**src/rtl/dna_mem_loader_pkg.sv**
```systemverilog
// Shared types and constants for the DNA memory-bank write loader.
package dna_mem_loader_pkg;

  typedef enum logic [2:0] {
    IDLE,
    CLEAR,
    LOAD_READ,
    LOAD_REF,
    DONE
  } loader_state_t;

  localparam int unsigned WORD_BYTES = 4;

  // Number of words held by one memory of mem_size bytes.
  function automatic int unsigned depth_words(input int unsigned mem_size);
    return mem_size / WORD_BYTES;
  endfunction

endpackage

```
**src/rtl/dna_mem_loader_if.sv**
```systemverilog
// Control, input stream and memory write-port bundle of the loader.
// slave is the loader's own view; master is the host/DMA + memory side.
interface dna_mem_loader_if #(
  parameter int unsigned ADDR_WIDTH = 32,
  parameter int unsigned DATA_WIDTH = 32,
  parameter int unsigned N_MATRIX   = 16
);
  logic                  start;
  logic                  clear_en;
  logic                  abort;
  logic [ADDR_WIDTH-1:0] read_len;
  logic [ADDR_WIDTH-1:0] ref_len;
  logic                  s_valid;
  logic                  s_ready;
  logic [DATA_WIDTH-1:0] s_data;
  logic                  busy;
  logic                  done;
  logic                  err;
  logic                  we_read;
  logic [ADDR_WIDTH-1:0] addw_read;
  logic [DATA_WIDTH-1:0] din_read;
  logic                  we_ref;
  logic [ADDR_WIDTH-1:0] addw_ref;
  logic [DATA_WIDTH-1:0] din_ref;
  logic [N_MATRIX-1:0]   we_matrix;
  logic [ADDR_WIDTH-1:0] addw_matrix;

  modport master (
    output start, clear_en, abort, read_len, ref_len, s_valid, s_data,
    input  s_ready, busy, done, err, we_read, addw_read, din_read,
           we_ref, addw_ref, din_ref, we_matrix, addw_matrix
  );

  modport slave (
    input  start, clear_en, abort, read_len, ref_len, s_valid, s_data,
    output s_ready, busy, done, err, we_read, addw_read, din_read,
           we_ref, addw_ref, din_ref, we_matrix, addw_matrix
  );

endinterface

```
**src/rtl/dna_mem_loader_word_addr_cnt.sv**
```systemverilog
// Word counter shared by all loader phases; yields the byte address and a last-word flag.
module dna_mem_loader_word_addr_cnt
  import dna_mem_loader_pkg::*;
#(
  parameter int unsigned CntWidth  = 8,
  parameter int unsigned AddrWidth = 32
) (
  input  logic                 clk_i,
  input  logic                 rst_ni,
  input  logic                 clr_i,
  input  logic                 inc_i,
  input  logic [CntWidth-1:0]  limit_i,
  output logic [AddrWidth-1:0] addr_o,
  output logic                 last_o
);

  logic [CntWidth-1:0] count_q, count_d;

  // Clear has priority so a phase change restarts at word 0.
  always_comb begin
    count_d = count_q;
    if (clr_i) begin
      count_d = '0;
    end else if (inc_i) begin
      count_d = count_q + 1'b1;
    end
  end

  // Count register with synchronous reset.
  always_ff @(posedge clk_i) begin
    if (!rst_ni) begin
      count_q <= '0;
    end else begin
      count_q <= count_d;
    end
  end

  assign addr_o = AddrWidth'(count_q) << $clog2(WORD_BYTES);
  assign last_o = (count_q == limit_i - 1'b1);

endmodule

```
**src/rtl/dna_mem_loader.sv**
```systemverilog
// Write-side initiator for the DNA alignment memory bank: optional matrix clear,
// then streams read and ref words into their memories.
module dna_mem_loader
  import dna_mem_loader_pkg::*;
#(
  parameter int unsigned MEM_SIZE   = 512,
  parameter int unsigned ADDR_WIDTH = 32,
  parameter int unsigned DATA_WIDTH = 32,
  parameter int unsigned N_MATRIX   = 16
) (
  input logic             clk,
  input logic             rst_n,
  dna_mem_loader_if.slave bus
);

  localparam int unsigned DEPTH     = depth_words(MEM_SIZE);
  localparam int unsigned CNT_WIDTH = $clog2(DEPTH) + 1;
  localparam logic [CNT_WIDTH-1:0]  DEPTH_CNT = CNT_WIDTH'(DEPTH);
  localparam logic [ADDR_WIDTH-1:0] DEPTH_LEN = ADDR_WIDTH'(DEPTH);

  loader_state_t         state_q, state_d;
  logic [CNT_WIDTH-1:0]  read_len_q, read_len_d, ref_len_q, ref_len_d;
  logic                  quiet_q, quiet_d;  // length-error run: DONE without done pulse
  logic                  err_q, err_d;
  logic                  cnt_clr, cnt_inc, cnt_last;
  logic [CNT_WIDTH-1:0]  cnt_limit;
  logic [ADDR_WIDTH-1:0] cnt_addr;
  logic                  len_bad, accept;
  logic                  we_read_q, we_ref_q;
  logic [ADDR_WIDTH-1:0] addw_read_q, addw_ref_q;
  logic [DATA_WIDTH-1:0] din_read_q, din_ref_q;

  assign len_bad = (bus.read_len > DEPTH_LEN) || (bus.ref_len > DEPTH_LEN);
  assign accept  = bus.s_ready && bus.s_valid;
  assign cnt_clr = (state_d != state_q);

  // Next-state, handshake and done generation.
  always_comb begin
    state_d     = state_q;
    read_len_d  = read_len_q;
    ref_len_d   = ref_len_q;
    quiet_d     = quiet_q;
    err_d       = err_q;
    cnt_inc     = 1'b0;
    cnt_limit   = DEPTH_CNT;
    bus.s_ready = 1'b0;
    bus.done    = 1'b0;
    unique case (state_q)
      IDLE: begin
        if (bus.start) begin
          err_d      = len_bad;
          quiet_d    = len_bad;
          read_len_d = CNT_WIDTH'(bus.read_len);
          ref_len_d  = CNT_WIDTH'(bus.ref_len);
          if (len_bad)                   state_d = DONE;
          else if (bus.clear_en)         state_d = CLEAR;
          else if (bus.read_len != '0)   state_d = LOAD_READ;
          else if (bus.ref_len != '0)    state_d = LOAD_REF;
          else                           state_d = DONE;
        end
      end
      CLEAR: begin
        cnt_inc = 1'b1;
        if (cnt_last) begin
          if (read_len_q != '0)      state_d = LOAD_READ;
          else if (ref_len_q != '0)  state_d = LOAD_REF;
          else                       state_d = DONE;
        end
      end
      LOAD_READ: begin
        cnt_limit   = read_len_q;
        bus.s_ready = 1'b1;
        cnt_inc     = bus.s_valid;
        if (bus.s_valid && cnt_last) begin
          state_d = (ref_len_q != '0) ? LOAD_REF : DONE;
        end
      end
      LOAD_REF: begin
        cnt_limit   = ref_len_q;
        bus.s_ready = 1'b1;
        cnt_inc     = bus.s_valid;
        if (bus.s_valid && cnt_last) state_d = DONE;
      end
      DONE: begin
        bus.done = !quiet_q;
        state_d  = IDLE;
      end
      default: state_d = IDLE;
    endcase
    // Abort wins immediately: no new accept, no done, back to IDLE.
    if (bus.abort && (state_q != IDLE)) begin
      state_d     = IDLE;
      err_d       = 1'b1;
      cnt_inc     = 1'b0;
      bus.s_ready = 1'b0;
      bus.done    = 1'b0;
    end
  end

  // Control state registers.
  always_ff @(posedge clk) begin
    if (!rst_n) begin
      state_q    <= IDLE;
      read_len_q <= '0;
      ref_len_q  <= '0;
      quiet_q    <= 1'b0;
      err_q      <= 1'b0;
    end else begin
      state_q    <= state_d;
      read_len_q <= read_len_d;
      ref_len_q  <= ref_len_d;
      quiet_q    <= quiet_d;
      err_q      <= err_d;
    end
  end

  // Registered memory writes, one cycle after each accepted word.
  always_ff @(posedge clk) begin
    if (!rst_n) begin
      we_read_q   <= 1'b0;
      addw_read_q <= '0;
      din_read_q  <= '0;
      we_ref_q    <= 1'b0;
      addw_ref_q  <= '0;
      din_ref_q   <= '0;
    end else begin
      we_read_q <= accept && (state_q == LOAD_READ);
      we_ref_q  <= accept && (state_q == LOAD_REF);
      if (accept && (state_q == LOAD_READ)) begin
        addw_read_q <= cnt_addr;
        din_read_q  <= bus.s_data;
      end
      if (accept && (state_q == LOAD_REF)) begin
        addw_ref_q <= cnt_addr;
        din_ref_q  <= bus.s_data;
      end
    end
  end

  dna_mem_loader_word_addr_cnt #(
    .CntWidth  (CNT_WIDTH),
    .AddrWidth (ADDR_WIDTH)
  ) u_cnt (
    .clk_i   (clk),
    .rst_ni  (rst_n),
    .clr_i   (cnt_clr),
    .inc_i   (cnt_inc),
    .limit_i (cnt_limit),
    .addr_o  (cnt_addr),
    .last_o  (cnt_last)
  );

  assign bus.busy        = (state_q != IDLE);
  assign bus.err         = err_q;
  assign bus.we_read     = we_read_q;
  assign bus.addw_read   = addw_read_q;
  assign bus.din_read    = din_read_q;
  assign bus.we_ref      = we_ref_q;
  assign bus.addw_ref    = addw_ref_q;
  assign bus.din_ref     = din_ref_q;
  assign bus.we_matrix   = {N_MATRIX{(state_q == CLEAR) && !bus.abort}};
  assign bus.addw_matrix = (state_q == CLEAR) ? cnt_addr : '0;

endmodule

```
**src/flat_wrapper.sv**
```systemverilog
// flat-port wrapper written by rule: the top's interface ports become plain ports
module dna_mem_loader_flat import dna_mem_loader_pkg::*;
#(
  parameter int unsigned MEM_SIZE   = 512,
  parameter int unsigned ADDR_WIDTH = 32,
  parameter int unsigned DATA_WIDTH = 32,
  parameter int unsigned N_MATRIX   = 16
)
  (clk, rst_n, bus_start, bus_clear_en, bus_abort, bus_read_len, bus_ref_len, bus_s_valid, bus_s_data, bus_s_ready, bus_busy, bus_done, bus_err, bus_we_read, bus_addw_read, bus_din_read, bus_we_ref, bus_addw_ref, bus_din_ref, bus_we_matrix, bus_addw_matrix);
  dna_mem_loader_if #(.ADDR_WIDTH(ADDR_WIDTH), .DATA_WIDTH(DATA_WIDTH), .N_MATRIX(N_MATRIX)) bus_i ();
  input logic clk;
  input logic rst_n;
  input wire logic [$bits(bus_i.start)-1:0] bus_start;
  input wire logic [$bits(bus_i.clear_en)-1:0] bus_clear_en;
  input wire logic [$bits(bus_i.abort)-1:0] bus_abort;
  input wire logic [$bits(bus_i.read_len)-1:0] bus_read_len;
  input wire logic [$bits(bus_i.ref_len)-1:0] bus_ref_len;
  input wire logic [$bits(bus_i.s_valid)-1:0] bus_s_valid;
  input wire logic [$bits(bus_i.s_data)-1:0] bus_s_data;
  output wire logic [$bits(bus_i.s_ready)-1:0] bus_s_ready;
  output wire logic [$bits(bus_i.busy)-1:0] bus_busy;
  output wire logic [$bits(bus_i.done)-1:0] bus_done;
  output wire logic [$bits(bus_i.err)-1:0] bus_err;
  output wire logic [$bits(bus_i.we_read)-1:0] bus_we_read;
  output wire logic [$bits(bus_i.addw_read)-1:0] bus_addw_read;
  output wire logic [$bits(bus_i.din_read)-1:0] bus_din_read;
  output wire logic [$bits(bus_i.we_ref)-1:0] bus_we_ref;
  output wire logic [$bits(bus_i.addw_ref)-1:0] bus_addw_ref;
  output wire logic [$bits(bus_i.din_ref)-1:0] bus_din_ref;
  output wire logic [$bits(bus_i.we_matrix)-1:0] bus_we_matrix;
  output wire logic [$bits(bus_i.addw_matrix)-1:0] bus_addw_matrix;
  assign bus_i.start = bus_start;
  assign bus_i.clear_en = bus_clear_en;
  assign bus_i.abort = bus_abort;
  assign bus_i.read_len = bus_read_len;
  assign bus_i.ref_len = bus_ref_len;
  assign bus_i.s_valid = bus_s_valid;
  assign bus_i.s_data = bus_s_data;
  assign bus_s_ready = bus_i.s_ready;
  assign bus_busy = bus_i.busy;
  assign bus_done = bus_i.done;
  assign bus_err = bus_i.err;
  assign bus_we_read = bus_i.we_read;
  assign bus_addw_read = bus_i.addw_read;
  assign bus_din_read = bus_i.din_read;
  assign bus_we_ref = bus_i.we_ref;
  assign bus_addw_ref = bus_i.addw_ref;
  assign bus_din_ref = bus_i.din_ref;
  assign bus_we_matrix = bus_i.we_matrix;
  assign bus_addw_matrix = bus_i.addw_matrix;
  dna_mem_loader #(.MEM_SIZE(MEM_SIZE), .ADDR_WIDTH(ADDR_WIDTH), .DATA_WIDTH(DATA_WIDTH), .N_MATRIX(N_MATRIX)) u_core (.clk(clk), .rst_n(rst_n), .bus(bus_i));
endmodule
```
**config.mk**
```make
export PLATFORM = sky130hd
export DESIGN_NAME = dna_mem_loader_flat
export DESIGN_NICKNAME = d
export VERILOG_FILES = /design/src/rtl/dna_mem_loader_pkg.sv /design/src/rtl/dna_mem_loader_if.sv /design/src/rtl/dna_mem_loader_word_addr_cnt.sv /design/src/rtl/dna_mem_loader.sv /design/src/flat_wrapper.sv
export SDC_FILE = /design/constraint.sdc
export NUM_CORES = 1
export LEC_CHECK = 0
export ABC_AREA = 1
export CAP_MARGIN = 15
export CORE_UTILIZATION = 50
export DETAILED_ROUTE_END_ITERATION = 7
export DONT_BUFFER_PORTS = 1
export PLACE_DENSITY_LB_ADDON = 0.3
export SYNTH_ARGS = -nofsm -noshare
export SYNTH_HDL_FRONTEND = slang
export SYNTH_SLANG_ARGS = --single-unit
```
**constraint.sdc**
```tcl
create_clock -name clk -period 2.5 [get_ports clk]
set_input_delay 0.25 -clock clk [delete_from_list [all_inputs] [get_ports clk]]
set_output_delay 0.25 -clock clk [all_outputs]
set_load 0.01 [all_outputs]
```
**After elaboration in Yosys (flattened, before gate mapping)**

Cells that the tools add are included.

- Bits in registers: 111
- Bits of input ports: 102
- Output and inout port bits: 182
- Word-level logic and storage cells: 67

- Add/subtract/negate cells: 2
- Magnitude comparators: 2
- Equal/unequal tests: 6
- Multiplexer cells: 23
- Bitwise logic cells: 1
- Reduce and logical (&&, ||, !) cells: 21

Operators by type and width:

| cell | number |
|---|---|
| 32-bit by 8-bit greater-than comparator with 1-bit output, second input constant | 2 |
| 32-bit nonzero test | 2 |
| 3-bit 2-to-1 mux | 11 |
| 8-bit one-hot mux with 2 select lines | 1 |
| 8-bit nonzero test | 2 |
| 3-bit one-hot mux with 4 select lines | 1 |
| 10-bit 2-to-1 mux | 1 |
| 8-bit by 1-bit adder with 8-bit output, second input constant | 1 |
| 8-bit == test | 1 |
| 1-bit 2-to-1 mux | 8 |
| 8-bit by 1-bit subtractor with 8-bit output, second input constant | 1 |
| 3-bit by 2-bit == test with 1-bit output, second input constant | 2 |
| 1-bit logical AND | 6 |
| 2-bit AND reduction | 2 |
| 2-bit nonzero test | 2 |
| 2-bit OR reduction | 2 |
| 3-bit by 1-bit == test with 1-bit output, second input constant | 1 |
| 3-bit == test, second input constant | 1 |
| 3-bit logical NOT | 1 |
| 3-bit != test | 1 |
| 3-bit nonzero test | 1 |
| 1-bit logical NOT | 2 |
| 1-bit one-hot mux with 2 select lines | 1 |
| 1-bit logical OR | 1 |
| 1-bit inverter | 1 |

**Logic depth before layout (Yosys ltp)**

- Word-level depth: 10
- Depth in mapped cells: 25
- Depth with buffers taken out: 25

**Hierarchy**

A second synthesis with hierarchy kept.

- Cells, all modules: 1030
- Area, all modules: 7241.9 µm²

By module, submodules not included:

| module | times used | cells an instance | area an instance (µm²) | seq. area each (µm²) |
|---|---|---|---|---|
| dna_mem_loader | 1 | 901 | 6423.7 | 3022.9 |
| dna_mem_loader_word_addr_cnt | 1 | 129 | 818.3 | 160.2 |

**Worst setup path before layout**

Ideal clock, no wire load.

- Kind: reg2reg
- Start: reg u_core.state_q[1]
- End: reg u_core.u_cnt.count_q[7]
- Library setup time: 73 ps
- Arrival: 2576 ps
- Required time: 2427 ps
- Setup slack: -149 ps
- Stages on the path, launching flop included: 12
- Path buffers: 1
- Period minus slack after synthesis: 2649 ps
- Cell sequence: dfxtp_1 -> buf_6 -> nor3_1 -> inv_1 -> nor2_1 -> nor2_1 -> nor2_1 -> nand3_1 -> nor3_1 -> nand3_1 -> xor2_1 -> nor3_2

- Word-level cells in the longest chain between the ends: 10
- Elaborated cells on any way between the ends: 21
- Those cells by class: 1 x add/sub; 5 x eq/ne; 9 x mux; 6 x reduce/logical

RTL lines:

| item | line | text |
|---|---|---|
| start, declared | dna_mem_loader.sv:21 | `loader_state_t state_q, state_d;` |
| start signal, assigned | dna_mem_loader.sv:109 | `state_q <= state_d;` |
| 3-bit by 2-bit == test with 1-bit output | dna_mem_loader.sv:48 | `unique case (state_q)` |
| 8-bit one-hot mux with 2 select lines | dna_mem_loader.sv:48 |  |
| 8-bit by 1-bit subtractor with 8-bit output | dna_mem_loader_word_addr_cnt.sv:39 | `assign last_o = (count_q == limit_i - 1'b1);` |
| 8-bit == test | dna_mem_loader_word_addr_cnt.sv:39 |  |
| 1-bit logical AND | dna_mem_loader.sv:74, dna_mem_loader.sv:82 |  |
| 3-bit 2-to-1 mux (on tied branches) | dna_mem_loader.sv:82, dna_mem_loader.sv:74 |  |
| 3-bit one-hot mux with 4 select lines | dna_mem_loader.sv:48 |  |
| 3-bit 2-to-1 mux | dna_mem_loader.sv:91 | `if (bus.abort && (state_q != IDLE)) begin` |
| 3-bit != test | dna_mem_loader.sv:35 | `assign cnt_clr = (state_d != state_q);` |
| 2-bit OR reduction (no source line) | -- |  |
| end signal, assigned | dna_mem_loader_word_addr_cnt.sv:34 | `count_q <= count_d;` |
| end, declared | dna_mem_loader_word_addr_cnt.sv:17 | `logic [CntWidth-1:0] count_q, count_d;` |

Several ways; a longest one is shown, not always the timed one.
A chain may end at the register's enable or synchronous reset.

**Worst setup path after layout**

- Start: reg u_core.state_q[1]
- End: reg u_core.u_cnt.count_q[4]

Same word-level chain as after synthesis.

==> impl_results.md <==
* Number of global-route vias before repair at 4,722
* Clock Pin Slew Worst Setup and Hold Paths at 80 ps
* Grt ovf at 0
* Cell area after synthesis at 5820 um2
* I/O pin cnt at 284
* DR DRC count at 0
* Layout cell share with drive strength beyond 1 at 0.144
* Core region area at 11,400 um2
* Max-slew headroom at 0.556
* Max-Cap Viols at 0
* Fin. Hold Viols at 0
* Number of fill cells in the layout at 1,088
* Sequential area share after synthesis at 0.382
* GR Util All Layers at 0.253
* #FFs+latches synth at 111
* TritonCTS sink count at 111
* Setup tns final at -1150 ps
* Largest net degree at the start of global routing at 51
* Status: finished with violations
* Syn. warnings at 0
* CP most frequent cell: nand2_2
* CTS tree: yes
* Rows at 39
* Via-per-instance ratio at 5.52
* CP cell instances: inv_4 -> nor2_4 -> nand3_2 -> nand2_2 -> inv_2 -> ha_4 -> inv_1 -> nand2_2 -> nand2_4 -> a21oi_1 -> nor2_1 -> nand2_1 -> a21oi_2 -> nand3_1 -> nor2_2 -> nand3_1 -> nand2_1 -> inv_1 -> nand3_2 -> nand2_2 -> nand2_2 -> nand3_4 -> nor3_2
* Synth-to-Final Area Change at 6.86%
* Leak at 2.44 nW
* Initial DRC count at 437
* Wire per inst at 16.5 um
* Root buffer cell: clkbuf_16
* Worst-Margin Slew at 665 ps
* First-pass GRT wire length at 23,400 um
* Routed via count at 5,359
* CTS buffer count at 9
* Crit path capture type: register
* Die height at 110 um
* Dpl cell area at 5720 um2
* Syn_area_per_cell at 7.02 um2
* Final instance area at 6220 um2
* Unrepaired setup endpoints after global routing: true
* Antenna cells at 0
* Setup CP Type: register to register
* Final Max Tran Viols at 0
* Critical Path RT at 2790 ps
* H-tree levels at 3
* Fin cells at 970
* Crit-path max FO at 8
* Routability congestion estimate at 0.984
* VDD IR max at 0.535 mV
* CP bufs+invs at 4
* Synth top area share at 0.382
* Cell taking the most area after synthesis: dfxtp_1
* Sequential standard cell area at 2230 um2
* Final ANT Viol Nets at 0
* HPWL Detailed at 11,400 um
* Crit path max-delay cell type: dfxtp_4
* Dpl cells at 946
* Initial Utilization at 0.512
* Synth Instances at 829
* IO buf count at 0
* Antenna violations before repair at 0
* Crit path arrival time at 2940 ps
* Die X at 110 um
* Total die area at 12,100 um2
* Max frequency at 0.377 GHz
* Family with the most delay on the worst path: simple AND/OR/NAND/NOR gates
* Routed WL at 16,000 um
* Worst setup SP type: register
* Count of cell types in the netlist at 29
* Clock Latency Late Sink at 360 ps
* Clock skew at 11.5 ps
* Pre-Repair DR Iteration Count at 7
* Nets@finish at 926
* Min Tclk post-route at 2650 ps
* CTS Buffer Depth at 2
* Final worst-path cycle share at 1.06
* Top cells by area, synth: dfxtp_1 (38%), buf_4 (11%), nand3_1 (9.8%), nand2_1 (9.7%), a21oi_1 (8.4%)
* Tightest Hold Check Type: input pin to register
* Power per cell area at 567 nW/um2
* Failing checks: setup timing
* Multi-input gate area at 2940 um2
* Final-report setup violation count at 9
* Crit path largest cell delay at 380 ps
* Worst setup margin at -151 ps
stage by stage:
| step | hold WS [ps] | power, mW | utilization | setup slack, ps |
|---|---|---|---|---|
| detailed placement | 393 | 2.04 | 0.503 | -207 |
| finish | 29.7 | 3.53 | 0.547 | -151 |
| global route | 17.3 | 3.66 | 0.547 | -362 |
| floorplan | 385 | 2.08 | - | 16.5 |
| CTS | 13.6 | 3.56 | 0.541 | -149 |
| global placement | 391 | 2.04 | 0.503 | -55.3 |
cells in the final DEF, fill, tap and decap left out, types with 9 or more instances in the layout:
master / n
inv_1: 47
clkbuf_16: 9
buf_4: 37
o21ai_0: 23
nand4_1: 11
dfxtp_1: 108
conb_1: 72
a21oi_1: 95
nor2_1: 76
nand2_1: 142
nand2_2: 9
nand3_1: 108
nand3_2: 10
cells by family (layout without fill, tap and decap cells):
logic type / count (synthesis) / count (layout) / synth area share
XOR/XNOR: 8 / 8 / 0.0120
AND/OR/NAND/NOR: 399 / 399 / 0.317
adder cells (fa/ha/maj): 2 / 2 / 0.00430
other: 1 / 72 / 0.000644
AO/OA/AOI/OAI: 122 / 122 / 0.105
flip-flops: 111 / 111 / 0.382
buffers and inverters: 186 / 113 / 0.179
metal layers:
layer,GRT usage,wire length [um],up-vias
met1,0.298,6190,2523
met5,0,0,-
li1,-,-,2542
met3,0.0794,1520,28
met2,0.436,8040,266
met4,0.0752,267,0
final timing paths:
kind,endpoint,cells after the start,startpoint,slack [ps]
max,u_core.u_cnt.count_q[4]$_SDFFE_PP0P_,23,u_core.state_q[1]$_SDFF_PN0_,-150
min,u_core.read_len_q[7]$_SDFFE_PN0P_,2,rst_n,30
max reg2reg,u_core.u_cnt.count_q[4]$_SDFFE_PP0P_,23,u_core.state_q[1]$_SDFF_PN0_,-150
min reg2reg,u_core.read_len_q[1]$_SDFFE_PN0P_,2,u_core.read_len_q[1]$_SDFFE_PN0P_,490
flip-flops by register name, summed over array words and instances, names as in the netlist:
register	flops
u_core.quiet_q	1
u_core.state_q	3
u_core.bus.we_read	1
u_core.bus.we_ref	1
u_core.bus.din_read	32
u_core.u_cnt.count_q	8
u_core.bus.err	1
u_core.read_len_q	8
u_core.bus.addw_ref	8
u_core.bus.addw_read	8
u_core.bus.din_ref	32
u_core.ref_len_q	8
where the power goes:
part           switching, mW  total [mW]  internal [mW]  leakage (nW)
combinational          0.144       0.191         0.0472          1.38
clock                  0.719        1.53          0.809         0.151
sequential            0.0202        1.81           1.79         0.900
cells in the mapped netlist, drive strengths merged:
master / n
nand2: 154
nand3: 119
dfxtp: 111
a21oi: 98
buf: 90
nor2: 87
inv: 56
clkbuf: 40
o21ai: 23
nor3: 16
nand4: 13
xor2: 7
nor4: 6
ha: 2
nand3b: 2
or2: 2
conb: 1
o22ai: 1
xnor2: 1
cell type report:
type	count	area share
multi-input combinational	603	0.472
clock buffer	10	0.0368
clock inverter	6	0.0141
inverter	56	0.0346
tap	143	0.0288
sequential	111	0.359
timing repair buffer	41	0.0547
repair_timing:
item,CTS,global route
hold buffers,0,0
resized for setup,19,12
endpoints found under the setup margin,10,10
setup buffers,4,5
pin swaps,20,28
Power figures use the tool's default switching activity.
